[src/rtl/lcd_pkg.sv]
// Shared constants and state encoding for the LCD message arbiter.
package lcd_pkg;

  localparam int LINE_W    = 128;
  localparam int LCD_CHARS = 16;

  localparam logic [LINE_W-1:0] BLANK_LINE = {LCD_CHARS{8'h20}};

  typedef enum logic {
    ST_IDLE = 1'b0,
    ST_HOLD = 1'b1
  } state_t;

endpackage

[src/rtl/lcd_msg_arbiter_hold_timer.sv]
// Minimum-display-time counter: start clears and arms it, expire flags the
// last cycle of the hold window.
module hold_timer #(
  parameter int HOLD_CYCLES = 50_000_000,
  parameter int CNT_W       = 26
) (
  input  logic clk,
  input  logic rst_n,
  input  logic start,
  output logic expire
);

  localparam logic [CNT_W-1:0] LAST_CNT = CNT_W'(HOLD_CYCLES - 1);

  logic [CNT_W-1:0] cnt_reg;
  logic             run_reg;

  assign expire = run_reg && (cnt_reg == LAST_CNT);

  // Counting stops at expire so the counter can never wrap.
  always_ff @(posedge clk) begin
    if (!rst_n) begin
      cnt_reg <= '0;
      run_reg <= 1'b0;
    end else if (start) begin
      cnt_reg <= '0;
      run_reg <= 1'b1;
    end else if (run_reg) begin
      if (expire) begin
        run_reg <= 1'b0;
      end else begin
        cnt_reg <= cnt_reg + 1'b1;
      end
    end
  end

endmodule

[src/rtl/lcd_msg_arbiter.sv]
// Round-robin arbiter sharing one 2x16 LCD between two message sources, with
// a minimum hold time per granted message.
module lcd_msg_arbiter
  import lcd_pkg::*;
#(
  parameter int                HOLD_CYCLES = 50_000_000,
  parameter int                CNT_W       = 26,
  parameter logic [LINE_W-1:0] DEF_L1      = BLANK_LINE,
  parameter logic [LINE_W-1:0] DEF_L2      = BLANK_LINE
) (
  input  logic              clk,
  input  logic              rst_n,
  input  logic              req0,
  input  logic [LINE_W-1:0] msg0_l1,
  input  logic [LINE_W-1:0] msg0_l2,
  input  logic              req1,
  input  logic [LINE_W-1:0] msg1_l1,
  input  logic [LINE_W-1:0] msg1_l2,
  output logic              ack0,
  output logic              ack1,
  output logic              busy,
  output logic              owner,
  output logic [LINE_W-1:0] lcd_l1,
  output logic [LINE_W-1:0] lcd_l2,
  output logic              lcd_upd
);

  state_t            state_reg, state_next;
  logic              rr_reg, rr_next;
  logic              owner_reg, owner_next;
  logic              ack0_reg, ack0_next;
  logic              ack1_reg, ack1_next;
  logic              upd_reg, upd_next;
  logic              paint_reg;
  logic [LINE_W-1:0] l1_reg, l1_next;
  logic [LINE_W-1:0] l2_reg, l2_next;
  logic              grant;
  logic              winner;
  logic              expire;

  hold_timer #(
    .HOLD_CYCLES(HOLD_CYCLES),
    .CNT_W      (CNT_W)
  ) u_hold_timer (
    .clk   (clk),
    .rst_n (rst_n),
    .start (grant),
    .expire(expire)
  );

  always_ff @(posedge clk) begin
    if (!rst_n) begin
      state_reg <= ST_IDLE;
      rr_reg    <= 1'b0;
      owner_reg <= 1'b0;
      ack0_reg  <= 1'b0;
      ack1_reg  <= 1'b0;
      upd_reg   <= 1'b0;
      paint_reg <= 1'b1;
      l1_reg    <= DEF_L1;
      l2_reg    <= DEF_L2;
    end else begin
      state_reg <= state_next;
      rr_reg    <= rr_next;
      owner_reg <= owner_next;
      ack0_reg  <= ack0_next;
      ack1_reg  <= ack1_next;
      upd_reg   <= upd_next;
      paint_reg <= 1'b0;
      l1_reg    <= l1_next;
      l2_reg    <= l2_next;
    end
  end

  always_comb begin
    state_next = state_reg;
    rr_next    = rr_reg;
    owner_next = owner_reg;
    ack0_next  = 1'b0;
    ack1_next  = 1'b0;
    // The first edge out of reset repaints the default text.
    upd_next   = paint_reg;
    l1_next    = l1_reg;
    l2_next    = l2_reg;
    grant      = 1'b0;
    winner     = rr_reg;

    case (state_reg)
      ST_IDLE: begin
        if (req0 || req1) begin
          grant  = 1'b1;
          winner = (req0 && req1) ? rr_reg : req1;
        end
      end
      ST_HOLD: begin
        if (expire) begin
          state_next = ST_IDLE;
        end
      end
      default: state_next = ST_IDLE;
    endcase

    if (grant) begin
      state_next = ST_HOLD;
      rr_next    = ~winner;
      owner_next = winner;
      ack0_next  = ~winner;
      ack1_next  = winner;
      upd_next   = 1'b1;
      l1_next    = winner ? msg1_l1 : msg0_l1;
      l2_next    = winner ? msg1_l2 : msg0_l2;
    end
  end

  assign ack0    = ack0_reg;
  assign ack1    = ack1_reg;
  assign busy    = (state_reg == ST_HOLD);
  assign owner   = owner_reg;
  assign lcd_l1  = l1_reg;
  assign lcd_l2  = l2_reg;
  assign lcd_upd = upd_reg;

endmodule

[config.mk]
export PLATFORM = sky130hd
export DESIGN_NAME = lcd_msg_arbiter
export DESIGN_NICKNAME = d
export VERILOG_FILES = /design/src/rtl/lcd_pkg.sv /design/src/rtl/lcd_msg_arbiter_hold_timer.sv /design/src/rtl/lcd_msg_arbiter.sv
export SDC_FILE = /design/constraint.sdc
export NUM_CORES = 1
export LEC_CHECK = 0
export BUFFER_PORTS_ARGS = -buffer_cell sky130_fd_sc_hd__buf_2
export CAP_MARGIN = 20
export CORE_AREA = 2 2 305 307
export DETAILED_ROUTE_END_ITERATION = 8
export DIE_AREA = 0 0 307 309
export HOLD_SLACK_MARGIN = 0.03
export PLACE_DENSITY = 0.32
export SYNTH_ARGS = -nofsm -noshare
export SYNTH_HDL_FRONTEND = slang
export SYNTH_SLANG_ARGS = --single-unit
[constraint.sdc]
create_clock -name clk -period 4.4 [get_ports clk]
set_input_delay 0.44 -clock clk [delete_from_list [all_inputs] [get_ports clk]]
set_output_delay 0.44 -clock clk [all_outputs]
set_load 0.02 [all_outputs]
After elaboration in Yosys (flattened, before gate mapping):

Cells that the tools add are included.

* word-level logic and storage cells: 36
* flip-flop bits (word level): 290
* output and inout bits: 261

* equality and inequality tests: 1
* mux-type cells: 14
* $add $sub $neg: 1
* reduce and logical (&&, ||, !) cells: 6
* bitwise logic cells: 3

Operator list (count)
* $mux 128: 2
* $add 26x1->26 const B: 1
* $eq 26x26->1 const B: 1
* $mux 1: 12
* $reduce_and 2->1: 2
* $not 1->1: 3
* $logic_and 1x1->1: 2
* $reduce_or 2->1: 1
* $logic_or 1x1->1: 1

Depth between registers and ports, before layout:

* depth after elaboration: 5
* gate-level depth with buffers: 8
* mapped depth without buffers: 6

By module:

Synthesis repeated with hierarchy kept, for this count alone.

* cells, all modules: 1299
* area, all modules: 13135.1 um^2

Modules (own cells, without submodules)
* lcd_msg_arbiter: cells an instance 1137, times used 1, seq. area each 5265.0 um^2, area each 11771.3 um^2
* hold_timer: cells an instance 162, times used 1, seq. area each 540.5 um^2, area each 1363.8 um^2

Worst setup path after synthesis:

OpenSTA, ideal clock, no wires.

* path type: flip-flop to flip-flop
* from: reg u_hold_timer.cnt_reg[0]
* to: reg u_hold_timer.cnt_reg[6]
* arrival time: 1.804 ns
* path buffers: 2
* setup slack: 2.537 ns
* setup time: 0.059 ns
* cell stages (with the launch flop): 9
* required time: 4.341 ns
* path through: dfxtp_1 -> ha_1 -> and2_1 -> and3_1 -> clkbuf_1 -> a21bo_1 -> buf_6 -> or4_1 -> nand2_1

* longest elaborated chain between the ends: 4

RTL lines
* start: declaration: line lcd_msg_arbiter_hold_timer.sv:15 `logic [CNT_W-1:0] cnt_reg;`
* start signal: assignment: line lcd_msg_arbiter_hold_timer.sv:32 `cnt_reg <= cnt_reg + 1'b1;`
* parallel branches: the longest is 4 deep, another holds $add 26x1->26

Parallel ways; which one is timed is not known.
A chain may end at the register's enable or synchronous reset.

Worst setup path after layout:

* from: reg rr_reg
* to: reg l2_reg[103], in the netlist lcd_l2[103]

* longest elaborated chain between the ends: 4

RTL lines
* start: declaration: line lcd_msg_arbiter.sv:29 `logic rr_reg, rr_next;`
* start signal: assignment: line lcd_msg_arbiter.sv:64 `rr_reg <= rr_next;`
* $mux 1: line lcd_msg_arbiter.sv:92 `winner = (req0 && req1) ? rr_reg : req1;`
* $mux 1: line lcd_msg_arbiter.sv:90 `if (req0 || req1) begin`
* $mux 1 *: line lcd_msg_arbiter.sv:88 `case (state_reg)`
* $mux 128 *: line lcd_msg_arbiter.sv:111 `l2_next = winner ? msg1_l2 : msg0_l2;`
* end signal: assignment: line lcd_msg_arbiter.sv:71 `l2_reg <= l2_next;`
* end: declaration: line lcd_msg_arbiter.sv:36 `logic [LINE_W-1:0] l2_reg, l2_next;`

Every way passes the cells marked *; elsewhere a longest branch is shown, timed or not.

==> results by group <==
Worst setup path
  – CP Launch Type: flip-flop
  – Crit path DAT: 2.86 ns
  – Critical path fanouts, max: 101
  – Buf+Inv Stages, Crit Path: 2
  – Element type at the critical path end: flip-flop
  – CP most frequent cell: buf_12
  – CP cell instances: o21bai_1, a22oi_2, buf_12, buf_12, mux2i_1, a21oi_1
  – R2R depth: 6
  – Crit path max-delay family: buffers and inverters
  – CP peak stage delay: 0.44 ns
  – Worst Setup Path Type: reg -> reg
  – WP data required: 4.80 ns
  – Stages on the worst setup path: 6
  – Worst path slowest cell: buf_12

Global route
  – Grt total ovfl: 0
  – Largest net degree at the start of global routing: slightly above 200
  – First-pass GRT wire length: 78.1 mm
  – Vias in the first global route: 12.5k
  – Total GRT Usage: 0.108
  – Initial antenna violation count: 9

Pwr
  – PD cells: approximately 440 nW/um^2
  – Power Total: 8.23 mW
  – Pleak: between 9 and 10 nW
  – Peak supply drop: 0.000281 V

Detailed routing
  – Remaining antenna violation count: 0
  – Drt wl/cell: ~17 um
  – Initial drt markers: 457
  – WL final: between 50 and 60 mm
  – Post-DR vias/cell: 3.83
  – Via count: 12.5k
  – DRC: 0
  – Router iterations before antenna repair: 4

Die
  – Chip height: 309 um
  – Core Area: 91400 sq um
  – Die area: around 95000 sq um
  – IO Count: 777
  – Initial core utilization: 0.135
  – Row Count: 111
  – Die Width: 307 um

Synthesis
  – Cell area after synthesis: 12300 sq um
  – Syn_nets: 1840
  – Synth Area per Inst: 9.32 sq um
  – Syn. warnings: 0
  – Post-synth top area share: 0.471
  – #FFs+latches synth: 290
  – Yosys top cell by area: dfxtp_1
  – Yosys cell types: 45
  – Register area share after synthesis: 0.471
  – Cells after synthesis: 1323
  – Area contributors post-synth: dfxtp_1 (47%), mux2i_1 (21%), a21oi_1 (11%)

Clock tree
  – CTS Sinks: 290
  – Clock latency on the worst-skew pair: 0.56 ns
  – Reg clk slew, reported paths: 0.07 ns
  – Total CTS buffers: 40
  – Clk root buf: clkbuf_16
  – CTS max path bufs: 3
  – # Post-CTS Setup Buffers: 0
  – CTS Hold Bufs: 0
  – TritonCTS clock tree: built
  – Number of H-tree levels: 2
  – CTS resizes: 0

STA
  – Peak Freq: 0.406 GHz
  – Period Utilization, post-route: 0.559
  – Worst hold slack: 0.165 ns
  – Rel. slew slack: 0.301
  – Unrepaired setup endpoints after global routing: false
  – Fin. max-slew vios: 0
  – Hold Fails Final Rpt: 0
  – Worst Max-Slew Pin Slew: 1.05 ns
  – Skew final: 0.0119 ns
  – Minimum clock period: 2.46 ns
  – Final setup vio count: 0
  – Setup TNS: 0 ns

Layout
  – Nets: 2550
  – Share of layout cells above drive strength 1: 0.417
  – Final Instance Count excl. Fillers: between 3k and 4k
  – Area Growth Syn to Fin: 51.6%
  – Post-layout util: 0.205

Placement
  – Placed cell count: 3177
  – Count of buffers from port buffering: 776
  – Final HPWL DP: 41.6 mm
  – Gp weighted congestion: 0.784

Flow run
  – Maxcap violations: 0

Worst hold path
  – Worst hold path depth: 3
  – Min-Delay Path Class: in -> reg

Run status
  – Status: finished, final reports clean
-- layer usage --
metal  part of all wire  global-route usage  routed length (um)  up-vias
met3              0.062              0.0276                3460       73
met5            0.00098                   0                  55        -
met4              0.024              0.0364                1320        8
li1                   -                   -                   -     6266
met2               0.53               0.202               29400      415
met1               0.39               0.118               21600     5696
-- layout make-up --
class                           instances  area, sq um
Timing Repair Buffer                  790         4070
Clock buffer                           61         1180
Antenna cell                            5         12.5
Inverter                                4         15.0
Clock inverter                         12          128
Fill cell                           10200        72700
Multi-Input combinational cell        907         6010
Sequential cell                       290         5810
Tap cell                             1186         1480
-- worst paths after layout --
path	from	to	slack, ns
worst min-delay path	msg1_l2[83]	lcd_l2[83]$_SDFFE_PN0P_	0.17
worst max register to register	rr_reg$_SDFFE_PN0P_	lcd_l2[103]$_SDFFE_PN0P_	1.94
worst max-delay path	rr_reg$_SDFFE_PN0P_	lcd_l2[103]$_SDFFE_PN0P_	1.94
worst min register to register	paint_reg$_DFF_P_	lcd_upd$_SDFF_PN0_	0.44
-- power by group --
group / switching, mW / total [mW] / internal [mW]
clock network: 1.30 / 3.27 / 1.97
registers: 0.139 / 3.04 / 2.90
logic: 1.17 / 1.92 / 0.749
total: 2.60 / 8.23 / 5.62
-- worst register-to-register path: stages, from the launching register on --
cell and delay (ns):
dfxtp_1 0.33, o21bai_1 0.18, a22oi_2 0.33, buf_12 0.29
buf_12 0.47, mux2i_1 0.61, a21oi_1 0.10
-- synth_stat cells, drive strengths merged --
| library cell | count |
|---|---|
| or2 | 1 |
| xor2 | 2 |
| inv | 4 |
| a31oi | 3 |
| nand2 | 14 |
| ha | 1 |
| and4 | 4 |
| a21boi | 1 |
| o211ai | 2 |
| or4b | 1 |
| nor2 | 26 |
| nor3 | 38 |
| o31ai | 1 |
| nor4 | 8 |
| xnor2 | 14 |
| o21bai | 3 |
| o41ai | 1 |
| o21ba | 1 |
| mux2i | 256 |
| or4 | 2 |
| nand4b | 1 |
| and3 | 2 |
| nand4 | 6 |
| a21bo | 1 |
| buf | 32 |
| and2 | 4 |
| a41o | 3 |
| nand3 | 13 |
| o311ai | 1 |
| a21o | 2 |
| o21ai | 227 |
| clkbuf | 90 |
| a22oi | 1 |
| or3 | 3 |
| a21oi | 262 |
| nand2b | 1 |
| dfxtp | 290 |
| a41oi | 1 |
-- cells by family after synthesis --
| logic type | after synthesis | share of synthesized area |
|---|---|---|
| multiplexers | 256 | 0.208 |
| buffers and inverters | 126 | 0.0438 |
| AO/OA/AOI/OAI | 510 | 0.212 |
| AND/OR/NAND/NOR | 124 | 0.0529 |
| flip-flops | 290 | 0.471 |
| XOR/XNOR | 16 | 0.0114 |
| adder cells (fa/ha/maj) | 1 | 0.00101 |
-- cell usage in the layout, fill, tap and decap left out, types with 3 or more instances in the layout --
cell type and instances:
nor4_1 7, nand2_1 14, o21bai_1 3, inv_1 3, clkbuf_1 12, buf_12 6, xnor2_1 14, o21ai_0 227
nand3_1 13, nand4_1 6, a31oi_1 3, mux2i_1 256, nor3_1 38, and2_1 4, buf_4 8, a21oi_1 262
a41o_1 3, dfxtp_1 290, nor2_1 25, and4_1 3, clkbuf_8 8, buf_2 775, diode_2 5, clkinv_2 5
clkbuf_16 41
-- stage by stage --
step	instance area (sq um)	setup WS, ns
after floorplan	12300	2.54
after global placement	17400	1.90
after detailed placement	17400	1.81
after CTS	18700	1.98
after global routing	18700	1.82
final	18700	1.94
No activity file was read; power rests on OpenSTA's default activity.
